`src/rtl/weight_loader.sv`:
```
// Converts a framed weight stream (header + N weights) into sequential
// single-port writes into the weight memory of one selected neuron.
module weight_loader #(
    parameter int numNeurons   = 30,
    parameter int numWeight    = 784,
    parameter int addressWidth = 10,
    parameter int dataWidth    = 16
) (
    input  logic                  clk,
    input  logic                  rstn,
    input  logic                  in_valid,
    output logic                  in_ready,
    input  logic [31:0]           in_data,
    input  logic                  in_last,
    output logic [numNeurons-1:0] wen,
    output logic [addressWidth:0] waddr,
    output logic [dataWidth-1:0]  win,
    output logic                  busy,
    output logic                  done,
    output logic                  err,
    output logic [1:0]            err_code
);

    typedef enum logic [1:0] {IDLE, LOAD, DRAIN} state_t;

    localparam logic [addressWidth:0]  K_ONE       = 1;
    localparam logic [numNeurons-1:0]  SEL_ONE     = 1;
    localparam logic [31:0]            NUM_NEURONS = numNeurons;
    localparam logic [31:0]            NUM_WEIGHT  = numWeight;

    state_t                state;
    logic [numNeurons-1:0] sel;
    logic [addressWidth:0] k;
    logic [addressWidth:0] last_k;

    logic        beat;
    logic [15:0] hdr_neuron;
    logic [15:0] hdr_count;
    logic        bad_neuron;
    logic        bad_count;

    assign beat       = in_valid && in_ready;
    assign hdr_neuron = in_data[31:16];
    assign hdr_count  = in_data[15:0];
    assign bad_neuron = {16'd0, hdr_neuron} >= NUM_NEURONS;
    assign bad_count  = (hdr_count == 16'd0) || ({16'd0, hdr_count} > NUM_WEIGHT);

    // last_k holds N-1 so the final-beat test is a single equality against k
    always_ff @(posedge clk) begin
        if (!rstn) begin
            state    <= IDLE;
            in_ready <= 1'b0;
            wen      <= '0;
            waddr    <= '0;
            win      <= '0;
            busy     <= 1'b0;
            done     <= 1'b0;
            err      <= 1'b0;
            err_code <= 2'd0;
            sel      <= '0;
            k        <= '0;
            last_k   <= '0;
        end else begin
            in_ready <= 1'b1;
            wen      <= '0;
            done     <= 1'b0;
            if (beat) begin
                case (state)
                    IDLE: begin
                        sel      <= SEL_ONE << hdr_neuron;
                        last_k   <= hdr_count[addressWidth:0] - K_ONE;
                        k        <= '0;
                        err      <= 1'b0;
                        err_code <= 2'd0;
                        if (in_last) begin
                            err      <= 1'b1;
                            err_code <= 2'd3;
                        end else if (bad_neuron) begin
                            err      <= 1'b1;
                            err_code <= 2'd1;
                            state    <= DRAIN;
                            busy     <= 1'b1;
                        end else if (bad_count) begin
                            err      <= 1'b1;
                            err_code <= 2'd2;
                            state    <= DRAIN;
                            busy     <= 1'b1;
                        end else begin
                            state <= LOAD;
                            busy  <= 1'b1;
                        end
                    end
                    LOAD: begin
                        wen   <= sel;
                        waddr <= k;
                        win   <= in_data[dataWidth-1:0];
                        if (k == last_k) begin
                            if (in_last) begin
                                done  <= 1'b1;
                                state <= IDLE;
                                busy  <= 1'b0;
                            end else begin
                                err      <= 1'b1;
                                err_code <= 2'd3;
                                state    <= DRAIN;
                            end
                        end else if (in_last) begin
                            err      <= 1'b1;
                            err_code <= 2'd3;
                            state    <= IDLE;
                            busy     <= 1'b0;
                        end else begin
                            k <= k + K_ONE;
                        end
                    end
                    DRAIN: begin
                        if (in_last) begin
                            state <= IDLE;
                            busy  <= 1'b0;
                        end
                    end
                    default: begin
                        state <= IDLE;
                        busy  <= 1'b0;
                    end
                endcase
            end
        end
    end

endmodule

```
`config.mk`:
```
export PLATFORM = sky130hd
export DESIGN_NAME = weight_loader
export DESIGN_NICKNAME = d
export VERILOG_FILES = /design/src/rtl/weight_loader.sv
export SDC_FILE = /design/constraint.sdc
export NUM_CORES = 1
export LEC_CHECK = 0
export CAP_MARGIN = 40
export CORE_MARGIN = 3
export CORE_UTILIZATION = 35
export DETAILED_ROUTE_END_ITERATION = 16
export PLACE_DENSITY = 0.66
export SYNTH_ARGS = -nofsm -noshare
export SYNTH_HDL_FRONTEND = slang
export SYNTH_SLANG_ARGS = --single-unit
```
`constraint.sdc`:
```
create_clock -name clk -period 2.2 [get_ports clk]
set_clock_uncertainty 0.15 [all_clocks]
set_input_delay 0.44 -clock clk [delete_from_list [all_inputs] [get_ports clk]]
set_output_delay 0.44 -clock clk [all_outputs]
set_load 0.02 [all_outputs]
```
======== Word level (Yosys, flattened, before mapping) ========
Cells that the tools add are included.
word-level totals
  input bits .............................. 36
  word-level logic and storage cells ...... 68
  output and inout port bits .............. 63
  bits in registers ....................... 117
operators by class
  add/sub/neg operators ................... 2
  shifts and indexed selects .............. 1
  multiplexer cells ....................... 28
  reduce and logical (&&, ||, !) cells .... 14
  equality and inequality tests ........... 9
  order comparisons ....................... 2
operators by type and width
  kind                     number
  $shl A1 B16 Y30 const A  1
  $mux W2                  12
  $mux W11                 2
  $pmux W11 S2             1
  $ge A16 B5 Y1 const B    1
  $gt A16 B10 Y1 const B   1
  $logic_not A16 Y1        1
  $reduce_and A4 Y1        3
  $add A11 B1 Y11 const B  1
  $eq A11 B11 Y1           1
  $sub A11 B1 Y11 const B  1
  $mux W1                  9
  $ne A2 B2 Y1 const B     3
  $ne A3 B3 Y1 const B     2
  $pmux W2 S3              1
  $reduce_and A2 Y1        3
  $reduce_and A3 Y1        2
  $pmux W1 S2              2
  $pmux W2 S2              1
  $eq A2 B1 Y1 const B     1
  $eq A2 B2 Y1 const B     1
  $logic_not A2 Y1         1
  $ne A2 B1 Y1 const B     1
  $reduce_bool A2 Y1       1
  3 further kinds          3

======== Logic depth before layout (Yosys ltp) ========
Gate-level depths: netlist of the first run.
  depth in word-level cells ............... 6
  gate-level depth with buffers ........... 9

======== Worst setup path after synthesis of the first run ========
OpenSTA, ideal clock, no wires.
  kind .................................... input -> register
  from .................................... in in_data[0]
  to ...................................... reg state[1]
  path slack .............................. 0.081 ns
  arrival ................................. 1.839 ns
  cell stages on the path ................. 8
  library setup time ...................... 0.130 ns
  path buffers ............................ 0
  path through ............................ inv_1 > ha_1 > or3b_1 > a2111o_1 > nand3_1 > nand2_1 > nor3_1 > o211ai_1
between the ends
  cells in the longest elaborated chain, start to end .. 6
  elaborated cells between the ends (all ways) .. 7
  classes of those cells .................. order compare (1); mux (4); reduce/logical (2)
RTL lines
  item                                                        RTL line  RTL
  start: declaration                                          13        input logic [31:0] in_data,
  $gt A16 B10 Y1 / $logic_not A16 Y1 (equally long branches)  46        assign bad_count = (hdr_count == 16'd0) || ({16'd0, hdr_count} > NUM_WEIGHT);
  $logic_or A1 B1 Y1 *                                        46
  $mux W2 *                                                   83        end else if (bad_count) begin
  $mux W2 *                                                   78        end else if (bad_neuron) begin
  $mux W2 *                                                   75        if (in_last) begin
  $pmux W2 S3 *                                               68        case (state)
  end signal: assignment                                      81        state <= DRAIN;
  end signal: assignment                                      86        state <= DRAIN;
  end signal: assignment                                      89        state <= LOAD;
  end: declaration                                            31        state_t state;
Every way passes the cells marked *; elsewhere a longest branch is shown, timed or not. The select of a mux whose other input is x is not followed.
A chain may end at the register's enable or synchronous reset.

======== Worst setup path in the final report of the first run ========
  from .................................... reg in_ready
  to ...................................... out in_ready
RTL lines
  item                      RTL line  RTL
  start: declaration        12        output logic in_ready,
  start signal: assignment  52        in_ready <= 1'b0;
  start signal: assignment  64        in_ready <= 1'b1;
No word-level cell between the ends.

==> impl_metrics.py, run 1 <==
metrics = {
    "critical_path": {
        "worst-path-buf-inv": 1,
        "critPathKind": "reg2out",
        "worstRegToRegCells": 8,
        "cp_data_arrival_time_ns": 1.46,
        "r2r_end": "k[7]",
        "rrSetupSlack_ns": 0.17,
        "critPathCaptureType": "output pin",
        "worst_ep_required_time_ns": 1.61,
        "crit_family": "buffers and inverters",
        "crit_path_top_delay_cell": "clkdlybuf4s50_1",
        "cpPeakStageDelay_ns": 0.66,
        "crit_cells": 1,
        "crit_path_max_fanout": 6,
        "r2r-start": "state[1]",
        "start_kind": "flop",
        "endpoint": "in_ready",
        "crit_chain": "clkdlybuf4s50_1",
        "cp-startpoint": "in_ready",
    },
    "global_routing": {
        "grt_pass1_wl_mm": 19.5,
        "grt_max_degree": 75,
        "first_global_vias": 4115,
        "grt_usage_pct": 16.7,
        "antenna_found_initial": 0,
        "grt_overflow": 0,
    },
    "clock_tree": {
        "path_clk_slew_ns": 0.05,
        "ctsHtreeMaxLevel": 4,
        "cts_tree": "built",
        "cts_buffers": 17,
        "root_buffer": "clkbuf_16",
        "cts_buffer_depth": 2,
        "numClockSinks": 117,
        "clk_latency_ns": 0.41,
    },
    "synthesis": {
        "yosysSeqAreaShare_pct": 51.2,
        "synthFlopType": "dfxtp_1",
        "synth_fa_ha_area_share_pct": 1.91,
        "yosysTopAreaCellShare_pct": 51.2,
        "synthMuxAreaShare_pct": 0,
        "yosys-top-cells-count": "117 x dfxtp_1, 67 x nand2_1, 61 x nor2_1",
        "yosysMostFrequentCell": "dfxtp_1",
        "syn_area_um2": 4570,
        "async_flop_share_pct": 0,
        "synth_area_leader_cell": "dfxtp_1",
        "synth_edf_count": 0,
        "syn_inst": 506,
        "ys_ff_latch": 117,
        "postSynthAreaPerCell_um2": 9.04,
        "syn_nets": 549,
        "yosysUniqueCellTypes": 52,
        "synthXorXnorAreaFrac_pct": 5.14,
        "synth_top_family_by_area": "simple AND/OR/NAND/NOR gates",
        "synthSimpleGateAreaFrac_pct": 24.5,
        "synthTopCellsByArea": "dfxtp_1 51%, nand2_1 5.5%, nor2_1 5.0%",
        "synth-compound-area-share_pct": 13.6,
        "yosys_warnings": 0,
    },
    "detailed_routing": {
        "ant_nets": 0,
        "num_vias": 4077,
        "routed_wl_mm": 11.6,
        "dr.pass1.iters": 4,
        "drc_errors": 0,
        "post_drt_wl_per_cell_um": 14.0,
        "vias_per_cell": 4.89,
        "drt_iter0_drc": 213,
    },
    "sta": {
        "setup_viol": 0,
        "period_share_pct": 93.4,
        "worst_pin_slew_ns": 0.502,
        "fmax_mhz": 487,
        "finalHoldViolCount": 0,
        "rsz0062_at_grt": "false",
        "timing.slew.headroom_pct": 66.3,
        "period_needed_ns": 2.05,
        "final.setup.tns_ns": 0,
        "slew_violations": 0,
    },
    "cells_and_area": {
        "nNetsFinal": 691,
        "final_layout_size_suffix_gt1_share_pct": 17.2,
        "fin_area_um2": 6730,
        "syn_to_final_growth_pct": 47.0,
        "n_antenna_cell": 0,
    },
    "die": {
        "ioPinCount": 99,
        "dieArea_um2": 14500,
        "coreArea_um2": 12700,
        "die_h_um": 120,
        "fp.dieW_um": 120,
        "rows": 41,
        "initial_core_util_pct": 36.0,
    },
    "job": {
        "maxCapViolCount": 0,
    },
    "hold_path": {
        "hold_start": "in_data[0]",
        "min_path_type": "in2reg",
    },
    "pwr": {
        "irDropWorstVdd_mv": 0.404,
        "power_density_nw_per_um2": 751,
        "total_leakage_power_nw": 2.52,
    },
    "placement": {
        "detailed_place_hpwl_mm": 8.39,
        "io_buffer_count": 98,
        "placedInstanceArea_um2": 6110,
        "gp_congestion": 0.859,
    },
    "run_status": {
        "status": "finished clean",
    },
}
-- worst reg2reg max path, cell delays in order (launching register included) --
cell and delay, ns:
dfxtp_1 0.34, inv_1 0.10, ha_2 0.28, o211ai_1 0.13, a21o_1 0.19, buf_4 0.16, nor4_1 0.34, xnor2_1 0.17
nor2_1 0.06
-- registers in the layout, summed over array words and instances, names as in the netlist --
signal,flops
busy,1
done,1
err,1
err_code,2
in_ready,1
k,11
last_k,11
sel,30
state,2
waddr,11
wen,30
win,16
-- cell type report --
class	count	area, um^2
Fill cell	1225	6000
Clock inverter	13	109
Sequential cell	117	2340
Tap cell	172	215
Inverter	10	37.5
Clock buffer	19	443
Timing Repair Buffer	153	1460
Multi-Input combinational cell	349	2120
-- how the worst min path moves through the flow --
stage                           end  slack [ns]  depth (start not counted)
after floorplan             sel[28]        0.28                          2
after global placement      win[11]        0.29                          2
after global routing      last_k[0]        0.30                          3
after detailed placement    sel[28]        0.30                          2
after CTS                   sel[28]        0.30                          2
final                     last_k[0]        0.27                          3
-- power breakdown --
group,switching (mW),internal (mW)
combinational,0.183,0.174
clock,0.965,1.57
sequential,0.0170,2.14
total,1.16,3.89
-- stage by stage --
stage | hold WS [ns] | instances | total power, mW | util, % | worst slack [ns]
after global placement | 0.294 | 799 | 2.54 | 48.0 | -0.439
after global routing | 0.304 | 833 | 5.22 | 52.9 | 0.0151
after detailed placement | 0.296 | 799 | 2.55 | 48.0 | -0.528
final | 0.273 | 833 | 5.05 | 52.9 | 0.146
after floorplan | 0.282 | 506 | 2.37 | - | 0.0812
after CTS | 0.305 | 833 | 5.10 | 52.7 | 0.000631
-- cell usage in the layout, fill, tap and decap left out, types with 4 or more instances in the layout --
| cell type | synthesis | final |
|---|---|---|
| or3_1 | 4 | 4 |
| dfxtp_1 | 117 | 117 |
| nand2_1 | 67 | 66 |
| xnor2_1 | 24 | 24 |
| buf_12 | 0 | 5 |
| a22oi_1 | 28 | 28 |
| a211oi_1 | 7 | 7 |
| inv_1 | 10 | 7 |
| nand3_1 | 11 | 10 |
| a21oi_1 | 33 | 33 |
| buf_4 | 0 | 50 |
| nor4_1 | 10 | 8 |
| and3_1 | 33 | 33 |
| clkinv_2 | 0 | 6 |
| clkdlybuf4s50_1 | 0 | 96 |
| nor2_1 | 61 | 59 |
| ha_1 | 7 | 6 |
| nor3_1 | 11 | 10 |
| clkbuf_16 | 0 | 17 |
| o21ai_0 | 8 | 8 |
-- logic make-up (layout without fill, tap and decap cells) --
| kind of cell | after synthesis | after routing |
|---|---|---|
| flip-flops | 117 | 117 |
| buffers and inverters | 40 | 195 |
| XOR/XNOR | 26 | 26 |
| adder cells (fa/ha/maj) | 7 | 7 |
| AO/OA/AOI/OAI | 94 | 94 |
| AND/OR/NAND/NOR | 222 | 222 |
-- routing by layer --
layer / vias to the layer above / GRT usage [%] / share of wire (%)
li1: 2059 / - / -
met1: 1892 / 22.2 / 47
met2: 105 / 25.6 / 45
met3: 21 / 3.74 / 5.3
met4: 0 / 8.29 / 2.4
met5: - / 0 / 0
-- what timing repair did --
action | CTS | global route
pin swaps | 4 | 2
setup endpoints to repair | 2 | 13
gates resized for setup | 6 | 8
hold buffers | 0 | 0
buffers inserted | 2 | 0
(Power assumes the default switching activity.)
==> run 2: changes to the inputs <==
- CTS_CLUSTER_DIAMETER: not set -> 100
==> results of run 2 <==
Final layout, timing and power as in run 1 (identical DEF).
==> run 3: changes to the inputs <==
- PLACE_DENSITY: 0.66 -> 0.64
- clock period: 2.2 -> 2 ns (I/O delays scaled with it)
==> run 3 against run 2 <==
Effect of this change: setup slack got worse by 0.090 ns; worst hold slack got worse by 0.14 ns; first-iteration DRC count rose by 23%; cell area increased by 3.9%; die area unchanged; critical path depth is the same; register-to-register slack worse by 0.05 ns; clock power rose by 27%; routed wire length grew 2.3%; critical path type unchanged; critical endpoint is now busy; largest power group unchanged.
==> impl_metrics.py, run 3 (synthesis gave the netlist of run 1 again) <==
metrics = {
    "placement": {
        "detailed_place_hpwl_mm": 8.48,
        "io_buffer_count": 98,
        "gp_congestion": 0.819,
    },
    "pwr": {
        "total_leakage_power_nw": 2.71,
        "power_density_nw_per_um2": 861,
        "p_total_mw": 6.01,
        "irDropWorstVdd_mv": 0.479,
    },
    "critical_path": {
        "crit_chain": "clkdlybuf4s50_1",
        "crit_family": "buffers and inverters",
        "critPathKind": "reg2out",
        "cpPeakStageDelay_ns": 0.64,
        "worst_ep_required_time_ns": 1.45,
        "critPathCaptureType": "output pin",
        "crit_cells": 1,
        "crit_path_top_delay_cell": "clkdlybuf4s50_1",
        "crit_path_max_fanout": 3,
        "cp-startpoint": "busy",
        "r2r_end": "k[6]",
        "r2r-start": "k[0]",
        "worst-path-buf-inv": 1,
        "start_kind": "flop",
        "cp_data_arrival_time_ns": 1.39,
        "rrSetupSlack_ns": 0.12,
        "worstRegToRegCells": 7,
    },
    "sta": {
        "fmax_mhz": 514,
        "worst_pin_slew_ns": 0.341,
        "slew_violations": 0,
        "setup_viol": 0,
        "final.setup.tns_ns": 0,
        "timing.slew.headroom_pct": 77.0,
        "whs_ns": 0.131,
        "finalHoldViolCount": 0,
        "period_share_pct": 97.2,
        "period_needed_ns": 1.94,
        "rsz0062_at_grt": "false",
    },
    "die": {
        "ioPinCount": 99,
        "initial_core_util_pct": 36.0,
        "die_h_um": 120,
        "coreArea_um2": 12700,
        "fp.dieW_um": 120,
        "dieArea_um2": 14500,
        "rows": 41,
    },
    "detailed_routing": {
        "routed_wl_mm": 11.9,
        "ant_nets": 0,
        "drc_errors": 0,
        "dr.pass1.iters": 4,
        "vias_per_cell": 4.90,
        "num_vias": 4151,
        "drt_iter0_drc": 261,
        "post_drt_wl_per_cell_um": 14.0,
    },
    "hold_path": {
        "hold_start": "in_data[12]",
        "holdPathStages": 3,
        "min_path_type": "in2reg",
        "min_to": "win[12]",
    },
    "job": {
        "maxCapViolCount": 0,
    },
    "cells_and_area": {
        "largest_registers": "sel: 30 flops, wen: 30 flops, win: 16 flops",
        "final_cell_mix": "114 x dfxtp_1, 85 x clkdlybuf4s50_1, 66 x nand2_1",
        "final_common_cell": "dfxtp_1",
        "final.fill_count": 1149,
        "finish.utilization_pct": 54.9,
        "nNetsFinal": 706,
        "final_layout_size_suffix_gt1_share_pct": 20.4,
        "syn_to_final_growth_pct": 52.7,
        "n_antenna_cell": 0,
    },
    "clock_tree": {
        "cts_buffers": 17,
        "numClockSinks": 117,
        "ctsHtreeMaxLevel": 4,
        "root_buffer": "clkbuf_16",
        "cts_tree": "built",
        "postCtsHoldBufs": 0,
        "clk_latency_ns": 0.41,
        "path_clk_slew_ns": 0.05,
        "cts_buffer_depth": 2,
    },
    "global_routing": {
        "first_global_vias": 4056,
        "grt_max_degree": 45,
        "grt_overflow": 0,
        "grt_usage_pct": 17.0,
        "grt_pass1_wl_mm": 19.6,
        "antenna_found_initial": 0,
    },
    "run_status": {
        "status": "finished clean",
    },
}
run 3: changes by cell type in the layout (fill, tap and decap cells not counted), moves of 3 or more:
cell / before / now
clkbuf_8: 1 / 4
buf_4: 50 / 65
clkinv_2: 6 / 2
dfxtp_1: 117 / 114
dfxtp_2: 0 / 3
dlymetal6s2s_1: 2 / 10
bufinv_16: 1 / 4
clkdlybuf4s50_1: 96 / 85
run 3: where the power goes:
group | internal (mW) | total [mW] | switching [mW]
sequential | 2.36 | 2.38 | 0.0182
combinational | 0.199 | 0.407 | 0.209
clock | 2.21 | 3.23 | 1.02
run 3: metrics by stage:
step / std cells / worst slack [ns] / instance area [um^2]
floorplan: 506 / 0.00764 / 4580
global placement: 813 / -0.532 / 6220
detailed placement: 813 / -0.598 / 6220
CTS: 845 / 0.0151 / 6870
global route: 848 / 0.00127 / 6990
finish: 848 / 0.0562 / 6990
run 3: area by class of cell:
cell class                      instances  area [um^2]  area share, %
Sequential cell                       117         2350           33.6
Tap cell                              172          215           3.08
Clock inverter                          8          145           2.08
Inverter                               10         37.5          0.537
Timing Repair Buffer                  168         1580           22.7
Clock buffer                           24          492           7.04
Multi-Input combinational cell        349         2170           31.0
run 3: how the worst max path moves through the flow:
| stage | slack, ns | endpoint |
|---|---|---|
| after floorplan | 0.008 | k[8] |
| after global placement | -0.53 | state[1] |
| after detailed placement | -0.60 | state[1] |
| after CTS | 0.02 | k[8] |
| after global routing | 0.001 | busy |
| final | 0.06 | busy |
run 3: per-layer routing:
metal / share of wire [%] / vias up / GRT usage (%) / wire length, um
met1: 45 / 1921 / 22.1 / 5380
met5: 0 / - / 0 / 0
li1: - / 2095 / - / -
met2: 47 / 116 / 26.3 / 5580
met4: 1.3 / 0 / 6.30 / 159
met3: 6.6 / 19 / 5.71 / 788
run 3: what timing repair did:
action	CTS	global route
gates cloned	0	0
resized for setup	6	33
setup buffers	0	3
setup endpoints to repair	5	39
pin swaps	2	13
